### config.mk
export PLATFORM = sky130hd
export DESIGN_NAME = mult_div_unit
export DESIGN_NICKNAME = d
export VERILOG_FILES = /design/src/rtl/mult_div_pkg.sv /design/src/rtl/mult_div_unit.sv
export SDC_FILE = /design/constraint.sdc
export NUM_CORES = 1
export LEC_CHECK = 0
export CORE_MARGIN = 8
export CORE_UTILIZATION = 38
export DETAILED_ROUTE_END_ITERATION = 8
export GPL_ROUTABILITY_DRIVEN = 0
export SYNTH_ARGS = -nofsm -noshare
export SYNTH_HDL_FRONTEND = slang
export SYNTH_SLANG_ARGS = --single-unit
### constraint.sdc
create_clock -name clock -period 7.8 [get_ports clock]
set_input_delay 1.56 -clock clock [delete_from_list [all_inputs] [get_ports clock]]
set_output_delay 1.56 -clock clock [all_outputs]
set_load 0.02 [all_outputs]
### src/rtl/mult_div_pkg.sv
// Shared definitions for the multi-cycle signed multiply/divide unit.
package mult_div_pkg;

  localparam int WIDTH_DEFAULT = 32;
  localparam int CNT_W = $clog2(WIDTH_DEFAULT);

  typedef enum logic [1:0] {
    IDLE     = 2'b00,
    MULT_RUN = 2'b01,
    DIV_RUN  = 2'b10,
    FINISH   = 2'b11
  } state_t;

endpackage

### src/rtl/mult_div_unit.sv
// Multi-cycle signed multiply/divide unit producing MIPS HI/LO results.
// Magnitudes are processed one bit per clock (shift-add multiply or
// restoring divide) in a shared 2*WIDTH working register; sign correction
// is applied once, when the results are written.
module mult_div_unit
  import mult_div_pkg::*;
#(
  parameter int WIDTH = WIDTH_DEFAULT
) (
  input  logic             clock,
  input  logic             reset,
  input  logic             mult_op,
  input  logic             div_op,
  input  logic [WIDTH-1:0] op_a,
  input  logic [WIDTH-1:0] op_b,
  output logic [WIDTH-1:0] hi_out,
  output logic [WIDTH-1:0] lo_out,
  output logic             busy,
  output logic             done,
  output logic             div_zero
);

  localparam int CNT_BITS = (WIDTH == WIDTH_DEFAULT) ? CNT_W : $clog2(WIDTH);
  localparam logic [CNT_BITS-1:0] LAST_ITER = CNT_BITS'(WIDTH - 1);

  // Magnitude of a two's-complement value; the most negative value maps to
  // its unsigned magnitude (e.g. 0x80000000 stays 0x80000000).
  function automatic logic [WIDTH-1:0] abs_mag(input logic signed [WIDTH-1:0] v);
    return v[WIDTH-1] ? (~v + 1'b1) : v;
  endfunction

  // Conditional two's-complement negation, single word.
  function automatic logic [WIDTH-1:0] neg_word(input logic [WIDTH-1:0] v,
                                                input logic neg);
    return neg ? (~v + 1'b1) : v;
  endfunction

  // Conditional two's-complement negation, double word (full product).
  function automatic logic [2*WIDTH-1:0] neg_dword(input logic [2*WIDTH-1:0] v,
                                                   input logic neg);
    return neg ? (~v + 1'b1) : v;
  endfunction

  state_t              state;
  state_t              next_state;
  logic [CNT_BITS-1:0] counter;
  // Multiply: {partial product high, multiplier shifting out / product low}.
  // Divide:   {remainder, dividend shifting out / quotient shifting in}.
  logic [2*WIDTH-1:0]  work;
  logic [WIDTH-1:0]    operand;   // |multiplicand| or |divisor|
  logic                is_div;
  logic                neg_res;   // product / quotient sign
  logic                neg_rem;   // remainder follows the dividend sign
  logic                start;
  logic                zero_div;
  logic [WIDTH:0]      mul_sum;
  logic [WIDTH:0]      div_shift;
  logic                div_fit;
  logic [WIDTH-1:0]    div_sub;
  logic [2*WIDTH-1:0]  prod_signed;

  assign start    = mult_op | div_op;
  assign zero_div = div_op & ~mult_op & (op_b == '0);
  assign busy     = (state != IDLE);

  // Per-iteration arithmetic for both algorithms and the final product sign fix
  always_comb begin
    mul_sum     = {1'b0, work[2*WIDTH-1:WIDTH]} + {1'b0, (work[0] ? operand : '0)};
    div_shift   = {work[2*WIDTH-1:WIDTH], work[WIDTH-1]};
    div_fit     = (div_shift >= {1'b0, operand});
    div_sub     = div_shift[WIDTH-1:0] - operand;
    prod_signed = neg_dword(work, neg_res);
  end

  // State register
  always_ff @(posedge clock or posedge reset) begin
    if (reset) state <= IDLE;
    else       state <= next_state;
  end

  // Next-state logic; multiply wins when both starts are raised together
  always_comb begin
    next_state = state;
    case (state)
      IDLE: begin
        if (mult_op)     next_state = MULT_RUN;
        else if (div_op) next_state = (op_b == '0) ? FINISH : DIV_RUN;
      end
      MULT_RUN: if (counter == LAST_ITER) next_state = FINISH;
      DIV_RUN:  if (counter == LAST_ITER) next_state = FINISH;
      FINISH:   next_state = IDLE;
      default:  next_state = IDLE;
    endcase
  end

  // Operand capture, iteration datapath and HI/LO write-back
  always_ff @(posedge clock or posedge reset) begin
    if (reset) begin
      counter  <= '0;
      work     <= '0;
      operand  <= '0;
      is_div   <= 1'b0;
      neg_res  <= 1'b0;
      neg_rem  <= 1'b0;
      hi_out   <= '0;
      lo_out   <= '0;
      done     <= 1'b0;
      div_zero <= 1'b0;
    end else begin
      done <= (state == FINISH);
      case (state)
        IDLE: begin
          if (start) begin
            counter  <= '0;
            div_zero <= zero_div;
            neg_res  <= op_a[WIDTH-1] ^ op_b[WIDTH-1];
            neg_rem  <= op_a[WIDTH-1];
            if (mult_op) begin
              is_div  <= 1'b0;
              operand <= abs_mag(op_a);
              work    <= {{WIDTH{1'b0}}, abs_mag(op_b)};
            end else begin
              is_div  <= 1'b1;
              operand <= abs_mag(op_b);
              work    <= {{WIDTH{1'b0}}, abs_mag(op_a)};
            end
          end
        end
        MULT_RUN: begin
          work    <= {mul_sum, work[WIDTH-1:1]};
          counter <= counter + 1'b1;
        end
        DIV_RUN: begin
          work    <= {(div_fit ? div_sub : div_shift[WIDTH-1:0]), work[WIDTH-2:0], div_fit};
          counter <= counter + 1'b1;
        end
        FINISH: begin
          // A zero divisor leaves the previous HI/LO visible
          if (!div_zero) begin
            if (is_div) begin
              lo_out <= neg_word(work[WIDTH-1:0], neg_res);
              hi_out <= neg_word(work[2*WIDTH-1:WIDTH], neg_rem);
            end else begin
              hi_out <= prod_signed[2*WIDTH-1:WIDTH];
              lo_out <= prod_signed[WIDTH-1:0];
            end
          end
        end
        default: ;
      endcase
    end
  end

endmodule
==> results.md <==
- Outcome: complete, no violations
- First-pass GRT wire length: 76400 um
- Starting Density: 38.2%
- CTS root buffer: clkbuf_16
- DR vias/cell: 5.87
- Final Hold Vio Count: 0
- Total CTS buffers: 17
- Post-synth top cells: nand2_1, o21ai_0, dfrtp_1
- Critical Path Sink Type: flip-flop
- Vias in the first global route: 13.4k
- Total power: 7.36 mW
- VDD IR-drop max: 0.000202 V
- Ys async rst share: 100%
- Post-synth top area cell: dfrtp_1
- Largest net degree at the start of global routing: 118
- Clock power frac: 12.8%
- Setup TNS: 0 ns
- Placed Instance Area: 15800 um2
- Most common cell in the netlist: nand2_1
- Share of layout cells above drive strength 1: 3.86%
- Crit Path Category: flip-flop to flip-flop
- Final worst slack: 3.50 ns
- Die X: 210 um
- TritonCTS clock tree: yes
- Ant. Diodes: 0
- Post-DRT Antenna Nets: 0
- Post-Synthesis Cells: 1830
- Clk_lat worst skew: 0.46 ns
- Vias: 13.9k
- Post-CTS Resized: 0
- Clock buffer depth: 2
- Clk slew on worst S/H paths: roughly 0.080 ns
- Layout Nets: 2022
- Avg Cell Area, Syn: 7.79 um2
- R2R Path Start: work[0]$_DFFE_PP0P_
- Syn Nets: 1974
- Critical Path Start: work[0]$_DFFE_PP0P_
- Synth top area share: 30.2%
- Slew @ Worst Pin: 1.21 ns
- LEAKAGE: 6.92 nW
- Die area: between 40000 and 50000 um2
- Switching power: 3.77 mW
- Yosys cell types: 73
- Port Buffers: 134
- Crit Path Max Fanout: 32
- Combinational share of power: between 60% and 70%
- Post-DP HPWL: 36100 um
- Initial antenna violation count: 0
- Fillcell total: roughly 3.8k
- Post-Layout Inst Area: about 16000 um2
- H-tree lvl count: 4
- Global route overflow: 0
- Top post-synthesis cells by area: dfrtp_1, o21ai_0, nand2_1
- Final setup viols: 0
- Synth Flop Type: dfrtp_1
- Hold Buf Count CTS: 0
- Worst path slowest cell: a211oi_1
- Net Sw Frac: just over 50%
- Initial DRT Pass Iterations: 5
- PwrDens: ~450 nW/um2
- Post-Syn Area: 14200 um2
- Fin. max-slew vios: 0
- Fmax: 232 MHz
- Io pins: 135
- Drt drc: 0
- Max stage delay on crit path: roughly 0.70 ns
- Launch point of the worst hold path: lo_out[24]$_DFFE_PP0P_
- Min Tclk post-route: between 4 and 5 ns
- Total track usage: between 20% and 30%
- Power Internal: around 3.6 mW
- Pre-CTS WS: 3.26 ns
- Crit-path leading delay family: compound AO/OA/AOI/OAI gates
- # clock sinks: 172
- Worst slew margin: 18.9%
- Yosys reg bits: 172
- Core footprint: 37300 um2
- Sequential power share: 25.1%
- Class of the worst hold path: flip-flop to flip-flop
- Crit-path cells: inv_1 -> buf_4 -> nor2_1 -> ha_1 -> a21o_1 -> a31oi_1 -> o21bai_1 -> a211oi_1 -> o21ai_0 -> a41oi_1 -> o21ai_0 -> xnor2_1 -> a221o_1
- Buf/Inv on CP: 2
- Final period util: between 50% and 60%
- WP data arrival: 4.64 ns
- Area Growth Syn to Fin: 15.6%
- Clk_skew: 0.0190 ns
- Fraction of the yosys area taken by sequential cells: 30.2%
- Most frequent CP cell: o21ai_0
- Iter 0 DRT Violations: 1016
- Req. time, crit path: roughly 8.1 ns
- Max-cap violations: 0
- Die Y: 210 um
- Postcts setup bufs: 0
- Drt total wl: 47700 um
- Crit start category: flip-flop
- Wirelength per Cell: 20.2 um
- Std-Cell Rows: 71
- RSZ-0062 raised after global routing: false
- EDFF count, synth: 0
- YS warnings: 0
==> sequential cells by signal, summed over array words and instances (netlist names) <==
name and cells:
lo_out 32, state 2, operand 32, div_zero 1, neg_res 1, hi_out 32
work 64, is_div 1, counter 5, neg_rem 1, done 1
==> cell families (layout without fill, tap and decap cells) <==
| logic type | Yosys count | in the layout | synth area share (%) |
|---|---|---|---|
| AO/OA/AOI/OAI | 633 | 633 | 27.2 |
| XOR/XNOR | 177 | 177 | 10.9 |
| adder cells (fa/ha/maj) | 76 | 76 | 6.78 |
| buffers and inverters | 181 | 242 | 4.98 |
| flip-flops | 172 | 172 | 30.2 |
| multiplexers | 27 | 27 | 1.91 |
| AND/OR/NAND/NOR | 564 | 564 | 18.0 |
==> cells in the final DEF (no fill, tap or decap), types with 12 or more instances in the layout <==
| master | netlist | layout |
|---|---|---|
| nand2_1 | 247 | 247 |
| o21ai_0 | 240 | 239 |
| dfrtp_1 | 172 | 172 |
| a21oi_1 | 148 | 148 |
| nor2_1 | 137 | 137 |
| clkdlybuf4s50_1 | 0 | 133 |
| xor2_1 | 89 | 89 |
| xnor2_1 | 88 | 88 |
| ha_1 | 74 | 73 |
| inv_1 | 62 | 61 |
| a22oi_1 | 36 | 36 |
| nand3_1 | 35 | 35 |
| o31ai_1 | 31 | 31 |
| nor3_1 | 27 | 27 |
| a21o_1 | 25 | 25 |
| mux2i_1 | 25 | 25 |
| nor4_1 | 20 | 20 |
| o22ai_1 | 17 | 17 |
| clkbuf_16 | 0 | 17 |
| o41ai_1 | 16 | 16 |
| or3_1 | 15 | 15 |
| o221ai_1 | 15 | 15 |
| buf_4 | 3 | 14 |
| nand4_1 | 13 | 13 |
| a22o_1 | 13 | 13 |
| a31oi_1 | 12 | 12 |
| or4_1 | 12 | 12 |
==> area by class of cell <==
class / count / area (um2) / area share, %
Clock inverter: 14 / 198 / 1.20
Clock buffer: 18 / 439 / 2.67
Tap cell: 474 / 593 / 3.60
Multi-Input combinational cell: 1477 / 9260 / 56.2
Sequential cell: 172 / 4300 / 26.1
Timing Repair Buffer: 148 / 1440 / 8.75
Inverter: 62 / 238 / 1.44
==> tightest hold or removal path, stage by stage, from the launching register on <==
cell and delay (ns):
dfrtp_1 0.34, nand2_1 0.05, o21ai_0 0.06
==> path summary, 6_finish.rpt <==
path / to / slack (ns) / cells after the start
setup / recovery: work[61]$_DFFE_PP0P_ / 3.50 / 13
hold / removal: lo_out[24]$_DFFE_PP0P_ / 0.47 / 2
setup reg to reg: work[61]$_DFFE_PP0P_ / 3.50 / 13
hold reg to reg: lo_out[24]$_DFFE_PP0P_ / 0.47 / 2
max in group asynchronous: operand[17]$_DFFE_PP0P_ / 4.95 / 3
min in group asynchronous: lo_out[9]$_DFFE_PP0P_ / 1.55 / 2
==> power groups by stage <==
stage | combinational [mW] | sequential, mW | clock, mW
4_1_cts | 4.55 | 1.83 | 0.963
3_3_place_gp | 4.48 | 1.83 | 0
2_1_floorplan | 3.24 | 1.73 | 0
5_1_grt | 5.11 | 1.90 | 0.995
6_report | 4.57 | 1.85 | 0.943
3_5_place_dp | 4.53 | 1.85 | 0
==> routing by layer <==
metal,GRT usage (%),part of all wire [%],vias up
li1,-,-,6688
met1,29.8,46,6654
met2,34.3,45,472
met3,3.12,6.8,66
met4,7.14,2.7,0
met5,0,0,-
==> through the flow <==
step	hold WS (ns)	util [%]	instances
6_report	0.475	44.1	2365
3_5_place_dp	0.470	42.4	2333
2_1_floorplan	0.450	-	1830
4_1_cts	0.485	44.1	2365
3_3_place_gp	0.460	42.4	2333
5_1_grt	0.500	44.1	2365
(Power assumes the default switching activity.)
